<file path="src/rtl/arb2_sel.sv">
// Two-input round-robin packet arbiter that drives a 2:1 mux select and forwards the granted stream.
// Latency: one registered output stage. Backpressure: granted ready = ~out_valid | out_ready; ungranted ready = 0.
module arb2_sel #(
    parameter int W = 8
) (
    input  logic         clk,
    input  logic         rst_n,
    input  logic         in0_valid,
    output logic         in0_ready,
    input  logic [W-1:0] in0_data,
    input  logic         in0_last,
    input  logic         in1_valid,
    output logic         in1_ready,
    input  logic [W-1:0] in1_data,
    input  logic         in1_last,
    output logic         out_valid,
    input  logic         out_ready,
    output logic [W-1:0] out_data,
    output logic         out_last,
    output logic         Sel
);

    typedef enum logic [1:0] {IDLE, GRANT0, GRANT1} state_t;

    state_t         state_q, state_d;
    logic           ptr_q, ptr_d;
    logic           sel_q, sel_d;
    logic           out_valid_q, out_valid_d;
    logic [W-1:0]   out_data_q, out_data_d;
    logic           out_last_q, out_last_d;
    logic           out_free;

    // The output slot can take a beat when empty or when it drains this cycle.
    assign out_free = ~out_valid_q | out_ready;

    always_comb begin
        state_d     = state_q;
        ptr_d       = ptr_q;
        sel_d       = sel_q;
        out_valid_d = out_valid_q & ~out_ready;
        out_data_d  = out_data_q;
        out_last_d  = out_last_q;
        in0_ready   = 1'b0;
        in1_ready   = 1'b0;
        case (state_q)
            IDLE: begin
                if (in0_valid && in1_valid) begin
                    state_d = ptr_q ? GRANT1 : GRANT0;
                    sel_d   = ptr_q;
                end else if (in0_valid) begin
                    state_d = GRANT0;
                    sel_d   = 1'b0;
                end else if (in1_valid) begin
                    state_d = GRANT1;
                    sel_d   = 1'b1;
                end
            end
            GRANT0: begin
                in0_ready = out_free;
                if (in0_valid && out_free) begin
                    out_valid_d = 1'b1;
                    out_data_d  = in0_data;
                    out_last_d  = in0_last;
                    if (in0_last) begin
                        state_d = IDLE;
                        ptr_d   = 1'b1;
                    end
                end
            end
            GRANT1: begin
                in1_ready = out_free;
                if (in1_valid && out_free) begin
                    out_valid_d = 1'b1;
                    out_data_d  = in1_data;
                    out_last_d  = in1_last;
                    if (in1_last) begin
                        state_d = IDLE;
                        ptr_d   = 1'b0;
                    end
                end
            end
            default: state_d = IDLE;
        endcase
    end

    always_ff @(posedge clk or negedge rst_n) begin
        if (!rst_n) begin
            state_q     <= IDLE;
            ptr_q       <= 1'b0;
            sel_q       <= 1'b0;
            out_valid_q <= 1'b0;
            out_data_q  <= '0;
            out_last_q  <= 1'b0;
        end else begin
            state_q     <= state_d;
            ptr_q       <= ptr_d;
            sel_q       <= sel_d;
            out_valid_q <= out_valid_d;
            out_data_q  <= out_data_d;
            out_last_q  <= out_last_d;
        end
    end

    assign out_valid = out_valid_q;
    assign out_data  = out_data_q;
    assign out_last  = out_last_q;
    assign Sel       = sel_q;

endmodule

</file>
<file path="config.mk">
export PLATFORM = sky130hd
export DESIGN_NAME = arb2_sel
export DESIGN_NICKNAME = d
export VERILOG_FILES = /design/src/rtl/arb2_sel.sv
export SDC_FILE = /design/constraint.sdc
export NUM_CORES = 1
export LEC_CHECK = 0
export CAP_MARGIN = 10
export CORE_AREA = 3 3 48 50
export DETAILED_ROUTE_END_ITERATION = 8
export DIE_AREA = 0 0 51 53
export PLACE_DENSITY = 0.92
export SETUP_SLACK_MARGIN = 0.5
export SYNTH_ARGS = -nofsm -noshare
export SYNTH_HDL_FRONTEND = slang
export SYNTH_SLANG_ARGS = --single-unit
</file>
<file path="constraint.sdc">
create_clock -name clk -period 4 [get_ports clk]
set_input_delay 1 -clock clk [delete_from_list [all_inputs] [get_ports clk]]
set_output_delay 1 -clock clk [all_outputs]
set_load 0.05 [all_outputs]
</file>
## Word level (Yosys, flattened, before mapping)

Index checks and enable logic that the tools add are counted.

| cells by class | value |
|---|---|
| equality and inequality tests | 7 |
| mux-type cells | 28 |
| bitwise logic cells | 4 |
| reduce and logical (&&, ||, !) cells | 10 |

Operators by type and width:

| kind | count |
|---|---|
| $mux 2 | 8 |
| $mux 8 | 2 |
| $pmux 8 s2 | 1 |
| $mux 1 | 13 |
| $reduce_and 5->1 | 2 |
| $ne 2x2->1 const B | 4 |
| $pmux 1 s2 | 3 |
| $pmux 2 s3 | 1 |
| $ne 4x4->1 const B | 1 |
| $logic_and 1x1->1 | 3 |
| $reduce_and 3->1 | 1 |
| $reduce_bool 3->1 | 1 |
| $eq 2x1->1 const B | 1 |
| $eq 2x2->1 const B | 1 |
| $logic_not 2->1 | 1 |
| $not 1->1 | 2 |
| $reduce_and 2->1 | 1 |
| $reduce_bool 2->1 | 1 |
| $and 1x1->1 | 1 |
| $or 1x1->1 | 1 |

| storage, ports and cells | value |
|---|---|
| register bits after elaboration | 14 |
| input port bits | 23 |
| output and inout port bits | 13 |

## Depth between registers and ports, before layout

Gate-level depths: netlist of the first run.

| depth | value |
|---|---|
| depth in word-level cells | 5 |
| depth in mapped cells | 6 |
| gate-level depth less buffers | 6 |

## Least setup slack after synthesis of the first run

No wires, ideal clock.

| timing | value |
|---|---|
| path type | input to output |
| start point | input port out_ready |
| end point | output port in0_ready |
| data arrival time | 1.533 ns |
| setup slack | 1.467 ns |
| stages | 2 |
| cell sequence | nand2b_1 and2_1 |

| between the ends | value |
|---|---|
| word-level cells in the longest chain between the ends | 2 |

Ends and longest elaborated chain:

| item | line | RTL |
|---|---|---|
| start: declaration | 17 | `input logic out_ready,` |
| $or 1x1->1 | 34 | `assign out_free = ~out_valid_q \| out_ready;` |
| $mux 1 | 45 | `case (state_q)` |
| end: declaration | 9 | `output logic in0_ready,` |

No other way between the ends.

## Worst setup path after layout of the first run

| timing | value |
|---|---|
| start point | input port out_ready |
| end point | output port in1_ready |

| between the ends | value |
|---|---|
| word-level cells in the longest chain between the ends | 2 |

Ends and longest elaborated chain:

| item | line | RTL |
|---|---|---|
| $or 1x1->1 | 34 |  |
| $mux 1 | 45 |  |
| end: declaration | 13 | `output logic in1_ready,` |

No other way between the ends.

==> results of run 1 <==
## cell type report
class                   count  area [sq um]  area share [%]
inverters                   7         26.28           2.061
clock buffers               4         36.28           2.846
well taps                  27         33.78           2.650
multi-input cells          49         480.5           37.68
repair buffers             35         347.8           27.28
flip-flops and latches     14         350.3           27.48
## worst reg2reg max path, stage by stage, from the launching register on
cell and delay, ns:
dfrtp_1 0.38, inv_1 0.10, ha_1 0.40, a221oi_2 0.48, nand3_1 0.16, a22o_1 0.26
## final timing paths
| path | to | cells after the start |
|---|---|---|
| setup / recovery | in1_ready | 4 |
| hold / removal | Sel | 2 |
| setup reg to reg | state_q[0] | 5 |
| hold reg to reg | Sel | 2 |
| max in group asynchronous | Sel | 1 |
| min in group asynchronous | out_data[0] | 1 |
## power groups by stage
stage          logic, W  registers (W)  clock network (W)
6_report       0.000769       0.000256           0.000106
2_1_floorplan  0.000366       0.000451                  0
4_1_cts        0.000773       0.000256           0.000110
5_1_grt        0.000812       0.000263           0.000119
3_5_place_dp   0.000776       0.000258                  0
3_3_place_gp   0.000762       0.000252                  0
## logic make-up after synthesis
group           count (synthesis)
simple gates                   17
buf+inv                         8
mux                            18
flops                          14
compound gates                 10
fa+ha+maj                       4
## cells in the mapped netlist (all sizes together)
| cell | number | area [sq um] |
|---|---|---|
| or2 | 1 | 6.260 |
| inv | 7 | 26.28 |
| o21ai | 4 | 31.28 |
| ha | 4 | 50.05 |
| a22o | 1 | 8.760 |
| nand3 | 4 | 32.53 |
| nand2 | 2 | 7.510 |
| o2bb2ai | 2 | 17.52 |
| and2 | 2 | 12.51 |
| nor2b | 2 | 20.02 |
| nor2 | 1 | 3.750 |
| nand2b | 2 | 12.51 |
| nand4 | 2 | 12.51 |
| mux2 | 16 | 210.2 |
| mux2i | 2 | 20.02 |
| a41o | 1 | 10.01 |
| dfrtp | 14 | 350.3 |
| buf | 1 | 5.000 |
| a21oi | 1 | 5.000 |
| a221oi | 1 | 15.01 |
| nor3 | 1 | 5.000 |
## per-layer routing
layer | part of all wire (%) | up-vias | track usage [%]
li1 | - | 332 | -
met1 | 38 | 341 | 20.21
met2 | 57 | 15 | 31.76
met3 | 2.5 | 5 | 2.254
met4 | 2.5 | 0 | 10.76
met5 | 0 | - | 0
## cell usage in the layout, fill, tap and decap left out
| cell type | synthesis | layout |
|---|---|---|
| o2bb2ai_1 | 2 | 2 |
| nand3_4 | 1 | 1 |
| mux2_4 | 8 | 8 |
| dlygate4sd2_1 | 0 | 2 |
| mux2i_1 | 2 | 2 |
| nand2b_1 | 2 | 2 |
| ha_1 | 4 | 4 |
| nand3_1 | 3 | 3 |
| inv_2 | 2 | 2 |
| a21oi_1 | 1 | 1 |
| o21ai_1 | 1 | 1 |
| o21ai_0 | 2 | 2 |
| and2_1 | 2 | 2 |
| a22o_1 | 1 | 1 |
| clkbuf_4 | 0 | 3 |
| nor2_1 | 1 | 1 |
| inv_1 | 5 | 5 |
| or2_2 | 1 | 1 |
| nor3_1 | 1 | 1 |
| nor2b_4 | 1 | 1 |
| mux2_2 | 8 | 8 |
| dfrtp_1 | 14 | 14 |
| a41o_1 | 1 | 1 |
| nand4_1 | 2 | 2 |
| a221oi_2 | 1 | 1 |
| clkbuf_8 | 0 | 1 |
| o21ai_4 | 1 | 1 |
| clkdlybuf4s50_1 | 0 | 33 |
| nand2_1 | 2 | 2 |
| nor2b_1 | 1 | 1 |
## registers in the layout (all words and copies together) (netlist names)
register / cells
ptr_q: 1
state_q: 2
Sel: 1
out_valid: 1
out_last: 1
out_data: 8
## stage by stage
step / worst slack, ns / instances / utilization, % / hold slack [ns] / power (W)
floorplan: 1.467 / 71 / - / 0.4978 / 0.0008167
global placement: 0.4317 / 132 / 63.92 / 0.4654 / 0.001014
detailed placement: 0.3781 / 132 / 63.92 / 0.4764 / 0.001034
CTS: 0.6510 / 136 / 65.66 / 0.5003 / 0.001140
global route: 0.5891 / 136 / 65.66 / 0.5230 / 0.001194
finish: 0.6633 / 136 / 65.66 / 0.4865 / 0.001131
==> flow_summary.toml, run 1 <==
[clocking]
htreeDepth = 1
clk_pin_slew_ns = 0.08
clock_sinks = 14
cts_hold_buffers = 0
cts_root_buffer = "clkbuf_4"
cts_tree = "done"
clock_latency_ns = 0.29
post_cts_resized = 2
cts_made_buffers = 3
cts_setup_buffers = 0
clk_path_buf_depth = 2

[grt]
antenna_found_initial = 0
grt_pass1_wl_um = 3443
grt_overflow = 0
grt_max_degree = 15
grtUsageTotal_pct = 17.83
grt_pass1_vias = 699

[power]
pwr-share-comb_pct = 68.0
intPower_w = 0.0006019
seqPwrFrac_pct = 22.6
clkPwrFrac_pct = 9.4
p_leak_nw = 0.5771
power_density_mw_per_mm2 = 886.9
swShare_pct = 46.77
net-switching-power_w = 0.0005289
ir_drop_v = 0.0004994

[logic_synthesis]
synth_warnings = 0
ys_seq_area_share_pct = 40.64
synth-seq-cells = 14
syn-num-nets = 98
synth_area_sq_um = 862.1
synth_compound_area_share_pct = 10.16
syn_area_per_cell_sq_um = 12.14
synth_fa_ha_area_share_pct = 5.806
synth.area.mux_share_pct = 26.71
yosysUniqueCellTypes = 27
synth_cells = 71
synth_top_family_by_area = "multiplexers"
synth-simple-area-share_pct = 13.06
synth_xor_xnor_area_share_pct = 0

[cells_and_area]
drive_gt1_share_pct = 24.77
syn_to_final_growth_pct = 47.90
design_area_sq_mm = 0.001275
fin_nets = 137
n_fill_cell = 151
antenna_cells = 0

[route]
vias_per_cell = 5.096
postRouteAntennaNets = 0
totalWireLength_um = 2155
first_pass_iters = 2
drt_iter0_drc = 3
wl_per_cell_um = 15.85
drc = 0
num_vias = 693

[sta]
finClkSkew_ns = 0.01002
rsz0062_at_grt = "false"
max_freq_mhz = 299.7
hold_violations = 0
fin_crit_sh_pct = 83.42
period_needed_ns = 3.337
worst_pin_slew_ns = 0.6730
final-max-slew-violation-count = 0
slew_headroom_pct = 55.00
tns_ns = 0
setup_viol = 0

[setup_path]
timing.rr.start = "state_q[0]"
r2r_setup_slack_ns = 2.11
crit_path_start = "out_ready"
slowest_stage = "clkdlybuf4s50_1"
crit_arrival_ns = 2.34
crit_path_end_kind = "output port"
worstSetupStartpointType = "input port"
path_buf_inv = 2
critPathKind = "input port to output port"
worstPathMaxFanout = 3
critical-path-top-delay-family = "buffers and inverters"
cpPeakStageDelay_ns = 0.52
worstPathCellList = "clkdlybuf4s50_1 -> nand2b_1 -> and2_1 -> dlygate4sd2_1"
critPathRequiredTime_ns = 3.00

[status]
status = "complete, no violations"

[die]
die_h_um = 53
initial_core_util_pct = 44.39
dieArea_sq_mm = 0.002703
coreArea_sq_mm = 0.001942
die_x_um = 51
rows = 16
ios = 36

[min_path]
worstHoldStart = "Sel"
min_path_type = "flip-flop to flip-flop"

[place]
routabilityCongestion = 0.8673
dpl_cell_area_sq_mm = 0.001241
port-buffer-count = 35
dpl.hpwl_um = 1742

[run]
maxCapViolations = 0
Power figures use the tool's default switching activity.
==> run 2, diff against run 1 <==
--- a/config.mk
+++ b/config.mk
@@ -6,10 +6,10 @@
 export NUM_CORES = 1
 export LEC_CHECK = 0
 export CAP_MARGIN = 10
-export CORE_AREA = 3 3 48 50
+export CORE_AREA = 3 3 53 55
 export DETAILED_ROUTE_END_ITERATION = 8
-export DIE_AREA = 0 0 51 53
-export PLACE_DENSITY = 0.92
+export DIE_AREA = 0 0 56 58
+export PLACE_DENSITY = 0.82
 export SETUP_SLACK_MARGIN = 0.5
 export SYNTH_ARGS = -nofsm -noshare
 export SYNTH_HDL_FRONTEND = slang
==> constraint.sdc (replaced) <==
create_clock -name clk -period 2.91 [get_ports clk]
set_input_delay 0.7275 -clock clk [delete_from_list [all_inputs] [get_ports clk]]
set_output_delay 0.7275 -clock clk [all_outputs]
set_load 0.05 [all_outputs]
==> flow_summary.toml, run 2 (synthesis gave the netlist of run 1 again) <==
[cells_and_area]
antenna_cells = 0
final_common_cell = "clkdlybuf4s50_1"
drive_gt1_share_pct = 29.36
final_util_pct = 53.96
final_cell_mix = "clkdlybuf4s50_1 (32), dfrtp_1 (14), mux2_2 (8), mux2_4 (8), inv_1 (5)"
largest_register_ffs = 8
syn_to_final_growth_pct = 52.25
n_fill_cell = 220
seqCellArea_sq_um = 350.3
multi_input_area_sq_um = 493.0
fin_nets = 137

[sta]
rsz0062_at_grt = "false"
slew_headroom_pct = 56.59
hold_violations = 0
fin_crit_sh_pct = 80.39
tns_ns = 0
finClkSkew_ns = 0.002410
max_freq_mhz = 427.5
hold_ws_ns = 0.5005
final-max-slew-violation-count = 0
worst_pin_slew_ns = 0.6491
setup_viol = 0
period_needed_ns = 2.339

[route]
drt_iter0_drc = 19
num_vias = 684
totalWireLength_um = 2083
first_pass_iters = 3
postRouteAntennaNets = 0
wl_per_cell_um = 14.99
vias_per_cell = 4.921
drc = 0

[die]
die_h_um = 58
die_x_um = 56
ios = 36
coreArea_sq_mm = 0.002432
dieArea_sq_mm = 0.003248
initial_core_util_pct = 35.44
rows = 18

[grt]
grt_max_degree = 15
grt_pass1_vias = 721
grtUsageTotal_pct = 13.50
grt_pass1_wl_um = 3450
grt_overflow = 0
antenna_found_initial = 0

[clocking]
clk_pin_slew_ns = 0.09
clock_latency_ns = 0.29
post_cts_resized = 4
cts_made_buffers = 3
htreeDepth = 1
cts_root_buffer = "clkbuf_4"
clk_path_buf_depth = 2
cts_setup_buffers = 0
cts_tree = "done"
cts_hold_buffers = 0
clock_sinks = 14

[setup_path]
critPathRequiredTime_ns = 2.18
timing.rr.start = "state_q[0]"
crit_path_start = "state_q[0]"
critPathKind = "flip-flop to output port"
r2r.worst_path.cells = 5
worstSetupStartpointType = "flip-flop"
endpoint = "in1_ready"
worstPathMaxFanout = 12
r2r_setup_slack_ns = 1.14
r2r-end = "state_q[0]"
crit_arrival_ns = 1.61
crit_path_end_kind = "output port"

[run]
maxCapViolations = 0

[power]
ir_drop_v = 0.0009360
p_leak_nw = 0.5868
power_w = 0.001602
power_density_mw_per_mm2 = 1221

[place]
dpl.hpwl_um = 1637
port-buffer-count = 35
routabilityCongestion = 0.7807

[status]
status = "complete, no violations"

[min_path]
min_path_type = "flip-flop to flip-flop"
[run 2: cell types whose count changed in the layout (fill, tap and decap cells not counted)]
cell | previous run | this run
buf_12 | 0 | 2
and2_1 | 2 | 1
and2_4 | 0 | 1
clkdlybuf4s50_1 | 33 | 32
dlygate4sd2_1 | 2 | 1
ha_1 | 4 | 3
ha_2 | 0 | 1
nand2b_1 | 2 | 1
nand2b_4 | 0 | 1
[run 2: per-stage QoR]
step                      cells  worst slack (ns)  cell area (sq um)
after global placement      135            0.4850               1265
final                       139            0.5706               1313
after floorplan              71            0.8351              862.1
after detailed placement    135            0.4188               1265
after CTS                   139            0.5621               1313
after global routing        139            0.5021               1313
[run 2: area by class of cell]
class                   count  area share [%]
multi-input cells          49           37.56
repair buffers             35           28.12
flip-flops and latches     14           26.69
well taps                  30           2.860
clock buffers               4           2.765
inverters                   7           2.002
[run 2: metal layers]
layer	share of wire [%]	vias to the layer above	routed length [um]	global-route usage (%)
met4	0	0	0	3.051
met1	44	335	909	17.78
met5	0	-	0	0
li1	-	332	-	-
met2	52	17	1082	21.87
met3	4.4	0	91	4.232
[run 2: how the worst min path moves through the flow]
stage | start | to | slack [ns] | cells after the start
finish | Sel | Sel | 0.50 | 2
detailed placement | Sel | Sel | 0.48 | 2
global route | out_last | out_last | 0.54 | 1
floorplan | rst_n | Sel | 0.43 | 0
global placement | Sel | Sel | 0.47 | 2
CTS | out_last | out_last | 0.50 | 1
[run 2: critical path, cell delays in order, from the launching register on]
cell and delay (ns):
dfrtp_1 0.41, inv_1 0.14, ha_2 0.39, and2_1 0.23
buf_12 0.15
[run 2: report_power, final]
part	total (W)	leakage, nW	internal, W	switching, W
Clock	0.000149	0.0210	0.0000763	0.0000731
Sequential	0.000353	0.166	0.000293	0.0000602
Combinational	0.00110	0.400	0.000494	0.000606
Total	0.00160	0.587	0.000863	0.000739
